`config.mk`:
```
export PLATFORM = sky130hd
export DESIGN_NAME = serial_add_sub
export DESIGN_NICKNAME = d
export VERILOG_FILES = /design/src/rtl/serial_add_sub.sv
export SDC_FILE = /design/constraint.sdc
export NUM_CORES = 1
export LEC_CHECK = 0
export BUFFER_PORTS_ARGS = -buffer_cell sky130_fd_sc_hd__buf_2
export CAP_MARGIN = 5
export CELL_PAD_IN_SITES_DETAIL_PLACEMENT = 2
export CELL_PAD_IN_SITES_GLOBAL_PLACEMENT = 2
export CORE_UTILIZATION = 41
export CTS_BUF_LIST = sky130_fd_sc_hd__clkbuf_8
export DETAILED_ROUTE_END_ITERATION = 8
export GPL_TIMING_DRIVEN = 0
export PLACE_DENSITY_LB_ADDON = 0.25
export SLEW_MARGIN = 20
export SYNTH_ARGS = -nofsm -noshare
export SYNTH_HDL_FRONTEND = slang
export SYNTH_SLANG_ARGS = --single-unit
```
`constraint.sdc`:
```
create_clock -name clk -period 2.4 [get_ports clk]
set_input_delay 0.36 -clock clk [delete_from_list [all_inputs] [get_ports clk]]
set_output_delay 0.36 -clock clk [all_outputs]
set_load 0.01 [all_outputs]
```
`src/rtl/serial_add_sub.sv`:
```
// Multi-cycle adder/subtractor. A chain of SLICE full-adder cells is reused
// over WIDTH/SLICE clock cycles; the carry between steps is kept in a register.
// Handshake: start (sampled in IDLE) -> busy during RUN -> one-cycle done.
module serial_add_sub #(
  parameter int WIDTH = 8,
  parameter int SLICE = 1
) (
  input  logic             clk,
  input  logic             rst_n,
  input  logic             start,
  input  logic             sub,
  input  logic [WIDTH-1:0] a,
  input  logic [WIDTH-1:0] b,
  output logic             busy,
  output logic             done,
  output logic [WIDTH-1:0] sum,
  output logic             cout,
  output logic             ovf
);

  localparam int STEPS  = WIDTH / SLICE;
  localparam int STEP_W = (STEPS > 1) ? $clog2(STEPS) : 1;
  localparam logic [STEP_W-1:0] LAST_STEP = STEP_W'(STEPS - 1);

  localparam logic [1:0] S_IDLE = 2'd0;
  localparam logic [1:0] S_RUN  = 2'd1;
  localparam logic [1:0] S_DONE = 2'd2;

  logic [1:0]        state_q, state_d;
  logic [WIDTH-1:0]  a_q, a_d;
  logic [WIDTH-1:0]  b_q, b_d;
  logic              carry_q, carry_d;
  logic [STEP_W-1:0] step_q, step_d;
  logic [WIDTH-1:0]  res_q, res_d;
  logic [WIDTH-1:0]  sum_q, sum_d;
  logic              cout_q, cout_d;
  logic              ovf_q, ovf_d;

  logic [SLICE-1:0]  slice_sum;
  logic [SLICE:0]    slice_c;
  logic [WIDTH-1:0]  res_next;

  // One-bit full adder cell: returns {carry_out, sum}.
  function automatic logic [1:0] full_add(input logic x, input logic y, input logic ci);
    full_add = {(x & y) | (x & ci) | (y & ci), x ^ y ^ ci};
  endfunction

  // Ripple the current low SLICE bits of A and B through the full-adder chain.
  always_comb begin
    slice_sum  = '0;
    slice_c    = '0;
    slice_c[0] = carry_q;
    for (int i = 0; i < SLICE; i++) begin
      {slice_c[i+1], slice_sum[i]} = full_add(a_q[i], b_q[i], slice_c[i]);
    end
    // New result bits enter at the MSB end so the LSB slice lands at bit 0 after STEPS shifts.
    res_next = (res_q >> SLICE) | (WIDTH'(slice_sum) << (WIDTH - SLICE));
  end

  // Next-state and datapath control for IDLE -> RUN -> DONE -> IDLE.
  always_comb begin
    state_d = state_q;
    a_d     = a_q;
    b_d     = b_q;
    carry_d = carry_q;
    step_d  = step_q;
    res_d   = res_q;
    sum_d   = sum_q;
    cout_d  = cout_q;
    ovf_d   = ovf_q;
    case (state_q)
      S_IDLE: begin
        if (start) begin
          // Subtract as a + ~b + 1: invert B here, inject the +1 as the first carry-in.
          a_d     = a;
          b_d     = sub ? ~b : b;
          carry_d = sub;
          step_d  = '0;
          res_d   = '0;
          state_d = S_RUN;
        end
      end
      S_RUN: begin
        a_d     = a_q >> SLICE;
        b_d     = b_q >> SLICE;
        carry_d = slice_c[SLICE];
        res_d   = res_next;
        step_d  = step_q + STEP_W'(1);
        if (step_q == LAST_STEP) begin
          // The final slice holds the MSB cell, so its carries give cout and ovf.
          sum_d   = res_next;
          cout_d  = slice_c[SLICE];
          ovf_d   = slice_c[SLICE] ^ slice_c[SLICE-1];
          state_d = S_DONE;
        end
      end
      S_DONE:  state_d = S_IDLE;
      default: state_d = S_IDLE;
    endcase
  end

  // State and datapath registers; reset clears everything, including results.
  always_ff @(posedge clk or negedge rst_n) begin
    if (!rst_n) begin
      state_q <= S_IDLE;
      a_q     <= '0;
      b_q     <= '0;
      carry_q <= 1'b0;
      step_q  <= '0;
      res_q   <= '0;
      sum_q   <= '0;
      cout_q  <= 1'b0;
      ovf_q   <= 1'b0;
    end else begin
      state_q <= state_d;
      a_q     <= a_d;
      b_q     <= b_d;
      carry_q <= carry_d;
      step_q  <= step_d;
      res_q   <= res_d;
      sum_q   <= sum_d;
      cout_q  <= cout_d;
      ovf_q   <= ovf_d;
    end
  end

  assign busy = (state_q == S_RUN);
  assign done = (state_q == S_DONE);
  assign sum  = sum_q;
  assign cout = cout_q;
  assign ovf  = ovf_q;

endmodule
```
After elaboration in Yosys (flattened, before gate mapping)

Cells that the tools add are included.

Add/subtract/negate cells: 1
Eq/ne operators: 5
Muxes and demuxes: 14
Bitwise gates (word level): 10
Reduce and logical (&&, ||, !) cells: 5

Operators with widths:

| operator              | number |
|---|---|
| $pmux W8 S2           | 3 |
| $mux W8               | 4 |
| $not A8 Y8            | 1 |
| $or A7 B8 Y8          | 1 |
| $pmux W3 S2           | 1 |
| $reduce_and A2 Y1     | 3 |
| $mux W2               | 2 |
| $pmux W2 S2           | 1 |
| $add A3 B1 Y3 const B | 1 |
| $and A1 B1 Y1         | 3 |
| $eq A3 B3 Y1 const B  | 1 |
| $mux W3               | 1 |
| $xor A1 B1 Y1         | 3 |
| $eq A2 B1 Y1 const B  | 1 |
| $eq A2 B2 Y1 const B  | 1 |
| $logic_not A2 Y1      | 1 |
| $ne A2 B1 Y1 const B  | 1 |
| $ne A2 B2 Y1 const B  | 1 |
| $or A1 B1 Y1          | 2 |
| $pmux W1 S2           | 1 |
| $reduce_bool A2 Y1    | 1 |
| $mux W1               | 1 |

Register bits after elaboration: 40
Bits of input ports: 20
Word-level logic and storage cells: 44

Depth between registers and ports, before layout

Depth in word-level cells: 4
Depth in mapped cells: 6

Worst setup path after synthesis

No wires, ideal clock.

Kind: register to register
From: register step_q[0]
To: register cout_q (netlist: cout)
Library setup time: 125 ps
Arrival: 1,299 ps
Slack: 976 ps
Cell stages (with the launch flop): 6
Path buffers: 1
Cells stage by stage: dfrtp_1 -> ha_1 -> ha_1 -> nand3b_4 -> buf_6 -> mux2_4

Word-level cells in the longest chain between the ends: 2

Ends and longest elaborated chain:

| what                               | line | text |
|---|---|---|
| start: declaration                 | 33   | `logic [STEP_W-1:0] step_q, step_d;` |
| start signal: assignment           | 119  | `step_q <= step_d;` |
| $eq A3 B3 Y1                       | 89   | `if (step_q == LAST_STEP) begin` |
| $reduce_and A2 Y1 (no source line) | -    |  |
| end signal: assignment             | 122  | `cout_q <= cout_d;` |
| end: declaration                   | 36   | `logic cout_q, cout_d;` |

No other way between the ends.
A chain may end at the register's enable or synchronous reset.

Final worst setup path

From: register state_q[1]
To: output port done

Word-level cells in the longest chain between the ends: 1

Ends and longest elaborated chain:

| what                     | line | text |
|---|---|---|
| start: declaration       | 29   | `logic [1:0] state_q, state_d;` |
| start signal: assignment | 115  | `state_q <= state_d;` |
| $eq A2 B2 Y1             | 128  | `assign done = (state_q == S_DONE);` |
| end: declaration         | 15   | `output logic done,` |

No other way between the ends.

==> impl_metrics.tcl <==
set metrics [dict create \
    rsz0062_at_grt "no" \
    dp_cells 227 \
    fin_skew_ps 6.76 \
    maxSlewHeadroom 0.420 \
    setup_violations 0 \
    intPower_mw 1.82 \
    critPathCaptureType "primary output" \
    antennaDiodeCount 0 \
    cts_resized 0 \
    regToRegEndpoint "sum[6]" \
    portBuffers 30 \
    swShare 0.340 \
    root_buffer "clkbuf_8" \
    cellLeakagePower_nw 1.06 \
    ys_ff_latch 39 \
    syn_area_per_cell_um2 12.3 \
    fin_crit_ps 1960 \
    min_path_type "in2async" \
    die_area_mm2 0.00467 \
    cts_max_level 2 \
    combPwrFrac 0.362 \
    worstReg2RegStart "step_q[0]" \
    hold_viol 0 \
    ys_seq_area_frac 0.541 \
    drtAntennaViolNets 0 \
    critPathMostFrequentCell "buf_2" \
    crit_cells 4 \
    drv_cap 0 \
    cts_hold_buf 0 \
    tns_ps 0 \
    crit_slowest_cell "dfrtp_1" \
    clkPwrFrac 0.235 \
    path_class "reg2out" \
    synth_area_leaders "dfrtp_1, mux2_4, a22o_1" \
    post-route-drc-count 0 \
    stdcell_count 235 \
    clock-sinks 39 \
    grt-ovfl-total 0 \
    grt_pass1_wl_um 7570 \
    path_delay_family "buffers and inverters" \
    netlist.area_leader.share 0.541 \
    pin_count 32 \
    worst_slew_pin_slew_ps 870 \
    coreArea_mm2 0.00412 \
    worstPathMaxFanout 10 \
    synth_fp_nets 170 \
    avgViaCountPerCell 5.64 \
    cts_tree "done" \
    num_rows 23 \
    drive_gt1_frac 0.319 \
    place_congestion 0.677 \
    ir_drop_mv 0.463 \
    wl_per_cell_um 19.7 \
    nNetsFinal 207 \
    status "finished clean" \
    cts.reportedPaths.clkPinSlew_ps 80 \
    drt_first_pass_iters 4 \
    yosysTopAreaCell "dfrtp_1" \
    antenna_found_initial 0 \
    power_density_mw_per_mm2 1280 \
    syn-cell-area_mm2 0.00181 \
    clock_latency_ps 290 \
    initial_utilization 0.439 \
    hpwl_um 3030 \
    critPathCapture "done" \
    worstPathCellList "buf_2, clkbuf_1, nor2b_1, buf_2" \
    area_growth_syn_to_layout_pct 19.1 \
    grtUsageTotal 0.229 \
    cts_buffers 5 \
    report.final.slew_viol_count 0 \
    drt-initial-drc-count 57 \
    fmax_mhz 511 \
    synth.yosys.warnings 0 \
    r2r_cells 5 \
    seqPwrFrac 0.403 \
    grt_max_degree 40 \
    die_y_um 68.4 \
    worst-path-buf-inv 3 \
    worst_setup_path_start_kind "register" \
    grt_pass1_vias 1512 \
    wl_um 4630 \
    ys_types 27 \
    nFillCells 428 \
    critical_path_required_ps 2040 \
    via_count 1326 \
    cts_setup_buffers 0 \
    cts_buffer_depth 2 \
    die_w_um 68.4 \
    critPathLaunch "state_q[1]" \
    p_switching_mw 0.937 \
    syn_inst 147 \
    cp.arrival_ps 1600 \
    r2r_slack_ps 850 \
    fin_crit_sh 0.815 \
    critPathMaxStageDelay_ps 400 \
]
[registers in the layout, indices dropped and copies added (netlist names)]
signal   cells
a_q          8
b_q          8
sum          8
res_q        7
step_q       3
state_q      2
carry_q      1
cout         1
ovf          1
[kinds of logic after synthesis]
kind of cell,count (synthesis),synth area share
compound gates,45,0.193
xor+xnor,9,0.0437
fa+ha+maj,3,0.0249
buf+inv,19,0.0527
flops,39,0.541
mux,10,0.0769
simple gates,22,0.0686
[power groups by stage]
stage	clock network, mW	logic [mW]	registers [mW]
global placement	0	0.921	1.10
global route	0.679	1.11	1.15
detailed placement	0	0.984	1.12
finish	0.647	0.997	1.11
floorplan	0	0.657	1.10
CTS	0.654	1.02	1.11
[worst min-delay path by stage]
| stage | endpoint | slack, ps | cells past startpoint |
|---|---|---|---|
| 2_1_floorplan | a_q[0] | 60 | 0 |
| 3_3_place_gp | a_q[3] | 460 | 2 |
| 3_5_place_dp | a_q[3] | 480 | 2 |
| 4_1_cts | sum[5] | 210 | 1 |
| 5_1_grt | sum[7] | 240 | 1 |
| 6_report | sum[7] | 180 | 1 |
[synthesized netlist by cell type]
cell type and number:
inv_1 7, mux2_4 7, a221o_1 6, o21bai_4 1, a32o_1 1, o211ai_1 1
nand2_1 9, mux2_2 3, buf_2 7, buf_4 2, buf_6 1, nor2b_1 5
a22oi_1 9, and2b_1 2, or3b_1 1, o21ai_0 10, a21oi_1 4, ha_1 2
o32ai_1 4, clkbuf_1 2, a22o_1 9, fa_1 1, xnor2_1 8, dfrtp_1 39
nor2_1 4, nand3b_4 1, xor2_1 1
[cells in the final DEF, fill, tap and decap left out, types with 3 or more instances in the layout]
cell type  instances
xnor2_1            8
dfrtp_1           39
mux2_2             3
a22oi_1            9
a221o_1            6
nor2b_1            5
a21oi_1            4
a22o_1             9
nor2_1             4
clkbuf_8           5
buf_2             37
inv_1              8
mux2_4             7
nand2_1            9
o32ai_1            4
o21ai_0           10
[stage by stage]
stage / instance area [um2] / util / setup WS [ps] / power, mW / hold slack, ps
2_1_floorplan: 1810 / - / 976 / 1.76 / 64.4
3_3_place_gp: 2020 / 0.490 / 805 / 2.02 / 461
3_5_place_dp: 2020 / 0.490 / 783 / 2.10 / 479
4_1_cts: 2150 / 0.523 / 414 / 2.79 / 209
5_1_grt: 2150 / 0.523 / 345 / 2.94 / 242
6_report: 2150 / 0.523 / 443 / 2.75 / 180
[worst reg2reg max path: stages (launching register included)]
cell and delay [ps]:
dfrtp_1 390, ha_1 210, ha_1 240, nand3b_4 120, buf_6 170, mux2_4 310
[area by class of cell]
type / instances / area, um2 / share of cell area
Clock buffer: 5 / 68.8 / 0.0320
Buffer: 12 / 68.8 / 0.0320
Clock inverter: 3 / 63.8 / 0.0297
Sequential cell: 39 / 976 / 0.454
Inverter: 7 / 26.3 / 0.0122
Tap cell: 50 / 62.6 / 0.0291
Timing Repair Buffer: 30 / 150 / 0.0698
Multi-Input combinational cell: 89 / 734 / 0.341
[layer usage]
layer  wire length, um  track usage
met1              1980        0.269
met2              2430        0.418
met3               167       0.0550
met4                48       0.0495
met5                 0            0
Note: power is estimated with default switching activity, not from simulation.
